### config.mk
export PLATFORM = sky130hd
export DESIGN_NAME = param_deserialiser_flat
export DESIGN_NICKNAME = d
export VERILOG_FILES = /design/src/rtl/param_deserialiser_if.sv /design/src/rtl/param_deserialiser.sv /design/src/flat_wrapper.sv
export SDC_FILE = /design/constraint.sdc
export NUM_CORES = 1
export LEC_CHECK = 0
export BUFFER_PORTS_ARGS = -buffer_cell sky130_fd_sc_hd__buf_2
export CAP_MARGIN = 40
export CELL_PAD_IN_SITES_DETAIL_PLACEMENT = 0
export CELL_PAD_IN_SITES_GLOBAL_PLACEMENT = 1
export CORE_MARGIN = 5
export CORE_UTILIZATION = 44
export DETAILED_ROUTE_END_ITERATION = 7
export PLACE_DENSITY_LB_ADDON = 0.1
export SLEW_MARGIN = 10
export SYNTH_ARGS = -nofsm -noshare
export SYNTH_HDL_FRONTEND = slang
export SYNTH_SLANG_ARGS = --single-unit
### constraint.sdc
create_clock -name i_clock -period 2.8 [get_ports i_clock]
set_clock_uncertainty 0.05 [all_clocks]
set_input_delay 0.14 -clock i_clock [delete_from_list [all_inputs] [get_ports i_clock]]
set_output_delay 0.14 -clock i_clock [all_outputs]
set_load 0.01 [all_outputs]
### src/rtl/param_deserialiser_if.sv
// Byte-in / word-out handshake bundle for param_deserialiser.
// master drives bytes and word_ready; slave is the deserialiser.
interface param_deserialiser_if #(
    parameter int unsigned BYTES_PER_WORD = 4
);
    localparam int unsigned W  = 8 * BYTES_PER_WORD;
    localparam int unsigned CW = $clog2(BYTES_PER_WORD + 1);

    logic [7:0]    i_byte_data;
    logic          i_byte_valid;
    logic          i_flush;
    logic          i_word_ready;
    logic [W-1:0]  o_word_data;
    logic          o_word_valid;
    logic [CW-1:0] o_word_byte_count;
    logic          o_overflow;
    logic          o_timeout;

    modport master (
        output i_byte_data, i_byte_valid, i_flush, i_word_ready,
        input  o_word_data, o_word_valid, o_word_byte_count, o_overflow, o_timeout
    );

    modport slave (
        input  i_byte_data, i_byte_valid, i_flush, i_word_ready,
        output o_word_data, o_word_valid, o_word_byte_count, o_overflow, o_timeout
    );
endinterface

### src/rtl/param_deserialiser.sv
// Packs a UART byte stream into BYTES_PER_WORD-byte words with flush, idle
// timeout and a single output holding register.
module param_deserialiser #(
    parameter int unsigned BYTES_PER_WORD = 4,
    parameter int unsigned BYTE_ORDER     = 0,
    parameter int unsigned TIMEOUT_CYCLES = 1000
) (
    input logic                 i_clock,
    input logic                 i_reset,
    param_deserialiser_if.slave bus
);
    localparam int unsigned W       = 8 * BYTES_PER_WORD;
    localparam int unsigned CW      = $clog2(BYTES_PER_WORD + 1);
    localparam int unsigned TW      = (TIMEOUT_CYCLES < 2) ? 1 : $clog2(TIMEOUT_CYCLES);
    localparam int unsigned TO_LAST = (TIMEOUT_CYCLES == 0) ? 0 : TIMEOUT_CYCLES - 1;

    typedef enum logic [0:0] {StFill, StPending} state_e;

    state_e        state_q, state_d;
    logic [W-1:0]  acc_q, acc_d;
    logic [CW-1:0] count_q, count_d;
    logic [W-1:0]  hold_data_q, hold_data_d;
    logic [CW-1:0] hold_count_q, hold_count_d;
    logic          hold_valid_q, hold_valid_d;
    logic          overflow_q, overflow_d;
    logic          timeout_q, timeout_d;
    logic [TW-1:0] idle_q, idle_d;

    logic          hold_free;
    logic          byte_accept;
    logic          complete;
    logic          timeout_fire;
    logic          emit;
    logic [W-1:0]  fill_data;
    logic [CW-1:0] fill_count;
    int unsigned   lane;

    // Shared datapath: accumulator contents as they would be after this cycle's byte.
    always_comb begin
        hold_free   = !hold_valid_q || bus.i_word_ready;
        byte_accept = bus.i_byte_valid && (state_q == StFill);
        lane        = (BYTE_ORDER == 0) ? (BYTES_PER_WORD - 1 - 32'(count_q)) : 32'(count_q);
        fill_data   = acc_q;
        for (int unsigned b = 0; b < BYTES_PER_WORD; b++) begin
            if (byte_accept && (b == lane)) fill_data[8*b +: 8] = bus.i_byte_data;
        end
        fill_count   = count_q + CW'(byte_accept);
        complete     = byte_accept && (fill_count == CW'(BYTES_PER_WORD));
        // A byte in the same cycle resets the idle count, so it suppresses the timeout.
        timeout_fire = (TIMEOUT_CYCLES != 0) && (state_q == StFill) && (count_q != '0) &&
                       !bus.i_byte_valid && (idle_q == TW'(TO_LAST));
        emit         = (state_q == StFill) &&
                       (complete || ((bus.i_flush || timeout_fire) && (fill_count != '0)));
    end

    always_ff @(posedge i_clock) begin
        if (i_reset) state_q <= StFill;
        else         state_q <= state_d;
    end

    always_comb begin
        state_d = state_q;
        unique case (state_q)
            StFill:    if (emit && !hold_free) state_d = StPending;
            StPending: if (hold_free)          state_d = StFill;
            default:   state_d = StFill;
        endcase
    end

    always_comb begin
        acc_d        = acc_q;
        count_d      = count_q;
        hold_data_d  = hold_data_q;
        hold_count_d = hold_count_q;
        hold_valid_d = hold_valid_q && !bus.i_word_ready;
        overflow_d   = overflow_q;
        timeout_d    = timeout_fire;
        idle_d       = '0;
        unique case (state_q)
            StFill: begin
                if (emit && hold_free) begin
                    hold_data_d  = fill_data;
                    hold_count_d = fill_count;
                    hold_valid_d = 1'b1;
                    acc_d        = '0;
                    count_d      = '0;
                end else begin
                    acc_d   = fill_data;
                    count_d = fill_count;
                    if (!emit && (TIMEOUT_CYCLES != 0) && (count_q != '0) && !bus.i_byte_valid)
                        idle_d = idle_q + TW'(1);
                end
            end
            StPending: begin
                overflow_d = overflow_q | bus.i_byte_valid;
                if (hold_free) begin
                    hold_data_d  = acc_q;
                    hold_count_d = count_q;
                    hold_valid_d = 1'b1;
                    acc_d        = '0;
                    count_d      = '0;
                end
            end
            default: ;
        endcase
    end

    always_ff @(posedge i_clock) begin
        if (i_reset) begin
            acc_q        <= '0;
            count_q      <= '0;
            hold_data_q  <= '0;
            hold_count_q <= '0;
            hold_valid_q <= 1'b0;
            overflow_q   <= 1'b0;
            timeout_q    <= 1'b0;
            idle_q       <= '0;
        end else begin
            acc_q        <= acc_d;
            count_q      <= count_d;
            hold_data_q  <= hold_data_d;
            hold_count_q <= hold_count_d;
            hold_valid_q <= hold_valid_d;
            overflow_q   <= overflow_d;
            timeout_q    <= timeout_d;
            idle_q       <= idle_d;
        end
    end

    assign bus.o_word_data       = hold_data_q;
    assign bus.o_word_valid      = hold_valid_q;
    assign bus.o_word_byte_count = hold_count_q;
    assign bus.o_overflow        = overflow_q;
    assign bus.o_timeout         = timeout_q;
endmodule

### src/flat_wrapper.sv
// flat-port wrapper written by rule: the top's interface ports become plain ports
module param_deserialiser_flat 
#(
    parameter int unsigned BYTES_PER_WORD = 4,
    parameter int unsigned BYTE_ORDER     = 0,
    parameter int unsigned TIMEOUT_CYCLES = 1000
)
  (i_clock, i_reset, bus_i_byte_data, bus_i_byte_valid, bus_i_flush, bus_i_word_ready, bus_o_word_data, bus_o_word_valid, bus_o_word_byte_count, bus_o_overflow, bus_o_timeout);
  param_deserialiser_if #(.BYTES_PER_WORD(BYTES_PER_WORD)) bus_i ();
  input logic i_clock;
  input logic i_reset;
  input wire logic [$bits(bus_i.i_byte_data)-1:0] bus_i_byte_data;
  input wire logic [$bits(bus_i.i_byte_valid)-1:0] bus_i_byte_valid;
  input wire logic [$bits(bus_i.i_flush)-1:0] bus_i_flush;
  input wire logic [$bits(bus_i.i_word_ready)-1:0] bus_i_word_ready;
  output wire logic [$bits(bus_i.o_word_data)-1:0] bus_o_word_data;
  output wire logic [$bits(bus_i.o_word_valid)-1:0] bus_o_word_valid;
  output wire logic [$bits(bus_i.o_word_byte_count)-1:0] bus_o_word_byte_count;
  output wire logic [$bits(bus_i.o_overflow)-1:0] bus_o_overflow;
  output wire logic [$bits(bus_i.o_timeout)-1:0] bus_o_timeout;
  assign bus_i.i_byte_data = bus_i_byte_data;
  assign bus_i.i_byte_valid = bus_i_byte_valid;
  assign bus_i.i_flush = bus_i_flush;
  assign bus_i.i_word_ready = bus_i_word_ready;
  assign bus_o_word_data = bus_i.o_word_data;
  assign bus_o_word_valid = bus_i.o_word_valid;
  assign bus_o_word_byte_count = bus_i.o_word_byte_count;
  assign bus_o_overflow = bus_i.o_overflow;
  assign bus_o_timeout = bus_i.o_timeout;
  param_deserialiser #(.BYTES_PER_WORD(BYTES_PER_WORD), .BYTE_ORDER(BYTE_ORDER), .TIMEOUT_CYCLES(TIMEOUT_CYCLES)) u_core (.i_clock(i_clock), .i_reset(i_reset), .bus(bus_i));
endmodule
Word level (Yosys, flattened, before mapping)

Cells that the tools add are included.
W data, S select, Z words.

Bits in registers: 84
Bits of input ports: 13
Output and inout port bits: 38
Logic and storage cells: 73

$add $sub $neg: 3
Equality and inequality tests: 7
Multiplexer cells: 22
Bitwise gates (word level): 3
Reductions and logical operators: 29

Operators with widths:

| operator                | count |
|---|---|
| $mux W32                | 4 |
| $pmux W32 S2            | 2 |
| $eq A2 B32 Y1 const A   | 2 |
| $eq A1 B32 Y1 const A   | 1 |
| $logic_not A32 Y1       | 1 |
| $mux W8                 | 4 |
| $logic_and A1 B1 Y1     | 16 |
| $mux W3                 | 4 |
| $pmux W3 S2             | 2 |
| $add A10 B1 Y10 const B | 1 |
| $eq A10 B10 Y1 const B  | 1 |
| $reduce_bool A3 Y1      | 2 |
| $logic_not A1 Y1        | 5 |
| $mux W1                 | 4 |
| $ne A2 B2 Y1 const B    | 2 |
| $pmux W1 S2             | 2 |
| $reduce_or A4 Y1        | 1 |
| $sub A2 B3 Y4 const A   | 1 |
| $add A3 B1 Y3           | 1 |
| $eq A3 B3 Y1 const B    | 1 |
| $logic_or A1 B1 Y1      | 3 |
| $not A1 Y1              | 2 |
| $reduce_and A2 Y1       | 1 |
| $or A1 B1 Y1            | 1 |

Logic depth before layout (Yosys ltp)

Word-level depth: 13
Depth in mapped cells: 9
Depth with buffers taken out: 7

Worst setup path before layout

No wires, ideal clock.

Path kind: register to register
Start: register u_core.state_q
End: register u_core.hold_count_q[2] (netlist: u_core.bus.o_word_byte_count[2])
Setup time: 0.121 ns
Data arrival time: 2.165 ns
Data required time: 2.629 ns
Path slack: 0.465 ns
Cell stages (with the launch flop): 10
Buffers on the path: 2
Clock period less this slack: 2.335 ns
Cell sequence: dfxtp_1 buf_2 nor2b_1 ha_1 ha_1 nor2_1 a211o_1 o21ai_4 buf_6 mux2_2

Word-level cells in the longest chain between the ends: 11
Elaborated cells on any way between the ends: 19
Those cells by class: add/sub (1); eq/ne (3); mux (2); bitwise (1); reduce/logical (12)

RTL lines:

| item                                                                   | RTL line                  | RTL |
|---|---|---|
| start, declared                                                        | param_deserialiser.sv:19  | `state_e state_q, state_d;` |
| start signal, assigned                                                 | param_deserialiser.sv:57  | `if (i_reset) state_q <= StFill;` |
| start signal, assigned                                                 | param_deserialiser.sv:58  | `else state_q <= state_d;` |
| parallel branches: the longest is 11 deep, another holds $add A3 B1 Y3 | --                        |  |
| end signal, assigned                                                   | param_deserialiser.sv:122 | `hold_count_q <= hold_count_d;` |
| end, declared                                                          | param_deserialiser.sv:23  | `logic [CW-1:0] hold_count_q, hold_count_d;` |

Parallel ways; which one is timed is not known. The select of a mux whose other input is x is not followed.
A chain may end at the register's enable or synchronous reset.

Worst setup path in the final report

Start: register u_core.state_q
End: register u_core.hold_data_q[1] (netlist: u_core.bus.o_word_data[1])

Word-level cells in the longest chain between the ends: 11
Elaborated cells on any way between the ends: 21
Those cells by class: add/sub (1); eq/ne (3); mux (3); bitwise (1); reduce/logical (13)

RTL lines:

| item                                                                   | RTL line                  | RTL |
|---|---|---|
| parallel branches: the longest is 11 deep, another holds $add A3 B1 Y3 | --                        |  |
| end signal, assigned                                                   | param_deserialiser.sv:121 | `hold_data_q <= hold_data_d;` |
| end, declared                                                          | param_deserialiser.sv:22  | `logic [W-1:0] hold_data_q, hold_data_d;` |

Parallel ways; which one is timed is not known. The select of a mux whose other input is x is not followed.

==> impl_results.md <==
* Count of pins over their slew limit at 0
* Status: finished, final reports clean
* Leak pwr at 1.76 nW
* Area of the mapped netlist at 3840 sq um
* Hold Fails Final Rpt at 0
* Max VDD drop at 0.290 mV
* Post-cts sizing count at 0
* Most frequent cells in the layout: dfxtp_1, buf_2, nor2b_1, a21oi_1, nand3_1
* I/O Pins at 51
* Die area at 10700 sq um
* Initial Util at 44.7%
* Final WS setup at 0.449 ns
* WHS Path Cells at 3
* Worst-Margin Slew at 0.752 ns
* DR vias at 3180
* Final Cell Area at 4430 sq um
* Vias in the first global route at 3103
* Antenna violations before repair at 0
* Pwr/cell area at 570 nW/um^2
* Final HPWL DP at 6240 um
* All-Layer GR Usage at 18.9%
* Worst path most repeated cell: ha_1
* Die Ht at 103 um
* Slowest cell on the critical path: mux2_2
* CP cell instances: nor2b_1 -> ha_1 -> ha_1 -> nor2_1 -> a211o_1 -> o21ai_4 -> buf_4 -> mux2_2
* Max clock buf depth at 2
* Row count at 34
* Hold_buf cts at 0
* Final #Nets at 469
* Crit path DAT at 2.54 ns
* RSZ-0062 raised after global routing: no
* TritonCTS buffer count at 9
* Hold Crit Class: in -> reg
* Via density at 5.62
* Peak Freq at 0.425 GHz
* ANT nets after route at 0
* Commonest non-fill, non-tap cell in the layout: dfxtp_1
* CTS tree: built
* Pre-CTS setup slack at 0.395 ns
* Critical Path RT at 2.99 ns
* Post-CTS Setup Inserts at 0
* Final setup vio count at 0
* ANT cells at 0
* Routed WL at 9510 um
* Clock Latency Late Sink at 0.36 ns
* H-tree depth at 3
* Root buffer cell: clkbuf_8
* Clock sink count at 84
* Worst setup SP type: register
* Final setup TNS at 0 ns
* Clock slew at reported path FFs at 0.09 ns
* Post-Synthesis Cells at 411
* Largest net degree at the start of global routing at 32
* DRC Markers at 0
* Iteration-0 DRC Markers at 135
* TritonRoute pass-1 iters at 4
* Crit-path max cell delay at 0.37 ns
* Layout cells sized above 1 at 25.3%
* CP Capture Type: register
* R2R depth at 8
* Slew HR at 49.8%
* Crit path max fanout at 19
* Sequential element share of the synthesized area at 43.8%
* Die W at 103 um
* Post-Syn Area per Cell at 9.35 sq um
* Synthesis-to-finish area growth at 15.2%
* Yosys warning count at 0
* Gr ovfl total at 0
* Wire per inst at 16.8 um
* #FFs+latches synth at 84
* Netlist cell types at 48
* Kind of critical path: reg -> reg
* Max Cap Violations at 0
* First-pass GRT wire length at 15900 um
* Crit share post-route at 84.0%
* DP Area at 4200 sq um
* Input/output buffers at 50
* Tmin final at 2.35 ns
* Routability cong. at 0.838
* Post-synth net total at 427
* Core Area at 8590 sq um
## cell families (layout without fill, tap and decap cells)
group                    count (synthesis)  after routing  synth area share, %
buffers and inverters                   33             80                 4.27
multiplexers                            35             35                 10.2
XOR/XNOR                                10             10                 2.28
AND/OR/NAND/NOR                        131            131                 19.1
flip-flops                              84             84                 43.8
adder cells (fa/ha/maj)                  3              3                0.977
AO/OA/AOI/OAI                          115            115                 19.4
## power breakdown
group,total [W],switching (W),internal [W]
combinational,0.000307,0.000194,0.000114
sequential,0.00123,0.0000141,0.00122
clock,0.000979,0.000448,0.000531
total,0.00252,0.000656,0.00187
## final cells by class
cell class                      count  area (sq um)
Clock inverter                      5          85.1
Inverter                            2          7.51
Clock buffer                       11           141
Fill cell                         850          4170
Multi-Input combinational cell    294          2010
Timing Repair Buffer               62           368
Sequential cell                    84          1680
Tap cell                          108           135
## metal layers
| metal | routed length (um) | vias to the layer above | track usage, % |
|---|---|---|---|
| met5 | 0 | - | 0 |
| li1 | - | 1569 | - |
| met2 | 4220 | 66 | 28.6 |
| met1 | 4690 | 1534 | 27.0 |
| met4 | 136 | 0 | 6.27 |
| met3 | 458 | 11 | 3.55 |
## worst max-delay path, delay by kind of cell, from the launching register on
| family | cells | cell delay, ns |
|---|---|---|
| compound gates | 2 | 0.52 |
| fa+ha+maj | 2 | 0.49 |
| mux | 1 | 0.37 |
| flops | 1 | 0.34 |
| buf+inv | 1 | 0.29 |
| simple gates | 2 | 0.17 |
## stage by stage
step / cells / utilization [%] / power, W / hold slack, ns
floorplan: 411 / - / 0.00148 / 0.235
global placement: 548 / 48.4 / 0.00157 / 0.396
detailed placement: 550 / 48.9 / 0.00157 / 0.398
CTS: 566 / 51.5 / 0.00255 / 0.0710
finish: 566 / 51.5 / 0.00252 / 0.0792
global route: 566 / 51.5 / 0.00263 / 0.0971
## sequential cells by signal (all words and copies together) (netlist names)
register / count
u_core.acc_q: 32
u_core.bus.o_overflow: 1
u_core.bus.o_timeout: 1
u_core.bus.o_word_byte_count: 3
u_core.bus.o_word_data: 32
u_core.bus.o_word_valid: 1
u_core.count_q: 3
u_core.idle_q: 10
u_core.state_q: 1
## worst paths after layout
path	startpoint	to	slack [ns]
worst max-delay path	u_core.state_q$_SDFF_PP0_	u_core.bus.o_word_data[1]$_SDFFE_PP0P_	0.45
worst max register to register	u_core.state_q$_SDFF_PP0_	u_core.bus.o_word_data[1]$_SDFFE_PP0P_	0.45
worst min register to register	u_core.idle_q[0]$_SDFF_PP0_	u_core.idle_q[0]$_SDFF_PP0_	0.41
worst min-delay path	bus_i_byte_data[6]	u_core.acc_q[6]$_SDFFE_PP0P_	0.08
## synthesized netlist by cell type (all sizes together)
master,instances,area [sq um]
nor3,14,70.1
and4bb,1,12.5
dfxtp,84,1680
a22oi,1,7.51
nand3b,1,7.51
xnor2,7,61.3
mux2,33,372
o21ai,33,176
xor2,3,26.3
nand4b,1,8.76
nor2,7,26.3
and2,2,12.5
a211oi,11,92.6
and3b,1,8.76
o32ai,2,17.5
mux2i,2,20.0
nor3b,3,27.5
a211o,1,8.76
o22ai,1,12.5
a21o,3,22.5
clkinv,1,3.75
a22o,24,210
or2,1,6.26
inv,1,3.75
and3,1,6.26
buf,15,95.1
nand2,17,63.8
nand2b,2,12.5
ha,3,37.5
a21oi,36,180
nand4,3,18.8
nor2b,37,231
clkbuf,16,61.3
and4b,1,13.8
nand3,36,180
or3b,1,8.76
or4,1,7.51
and4,1,8.76
a31oi,3,18.8
Power figures use the tool's default switching activity.
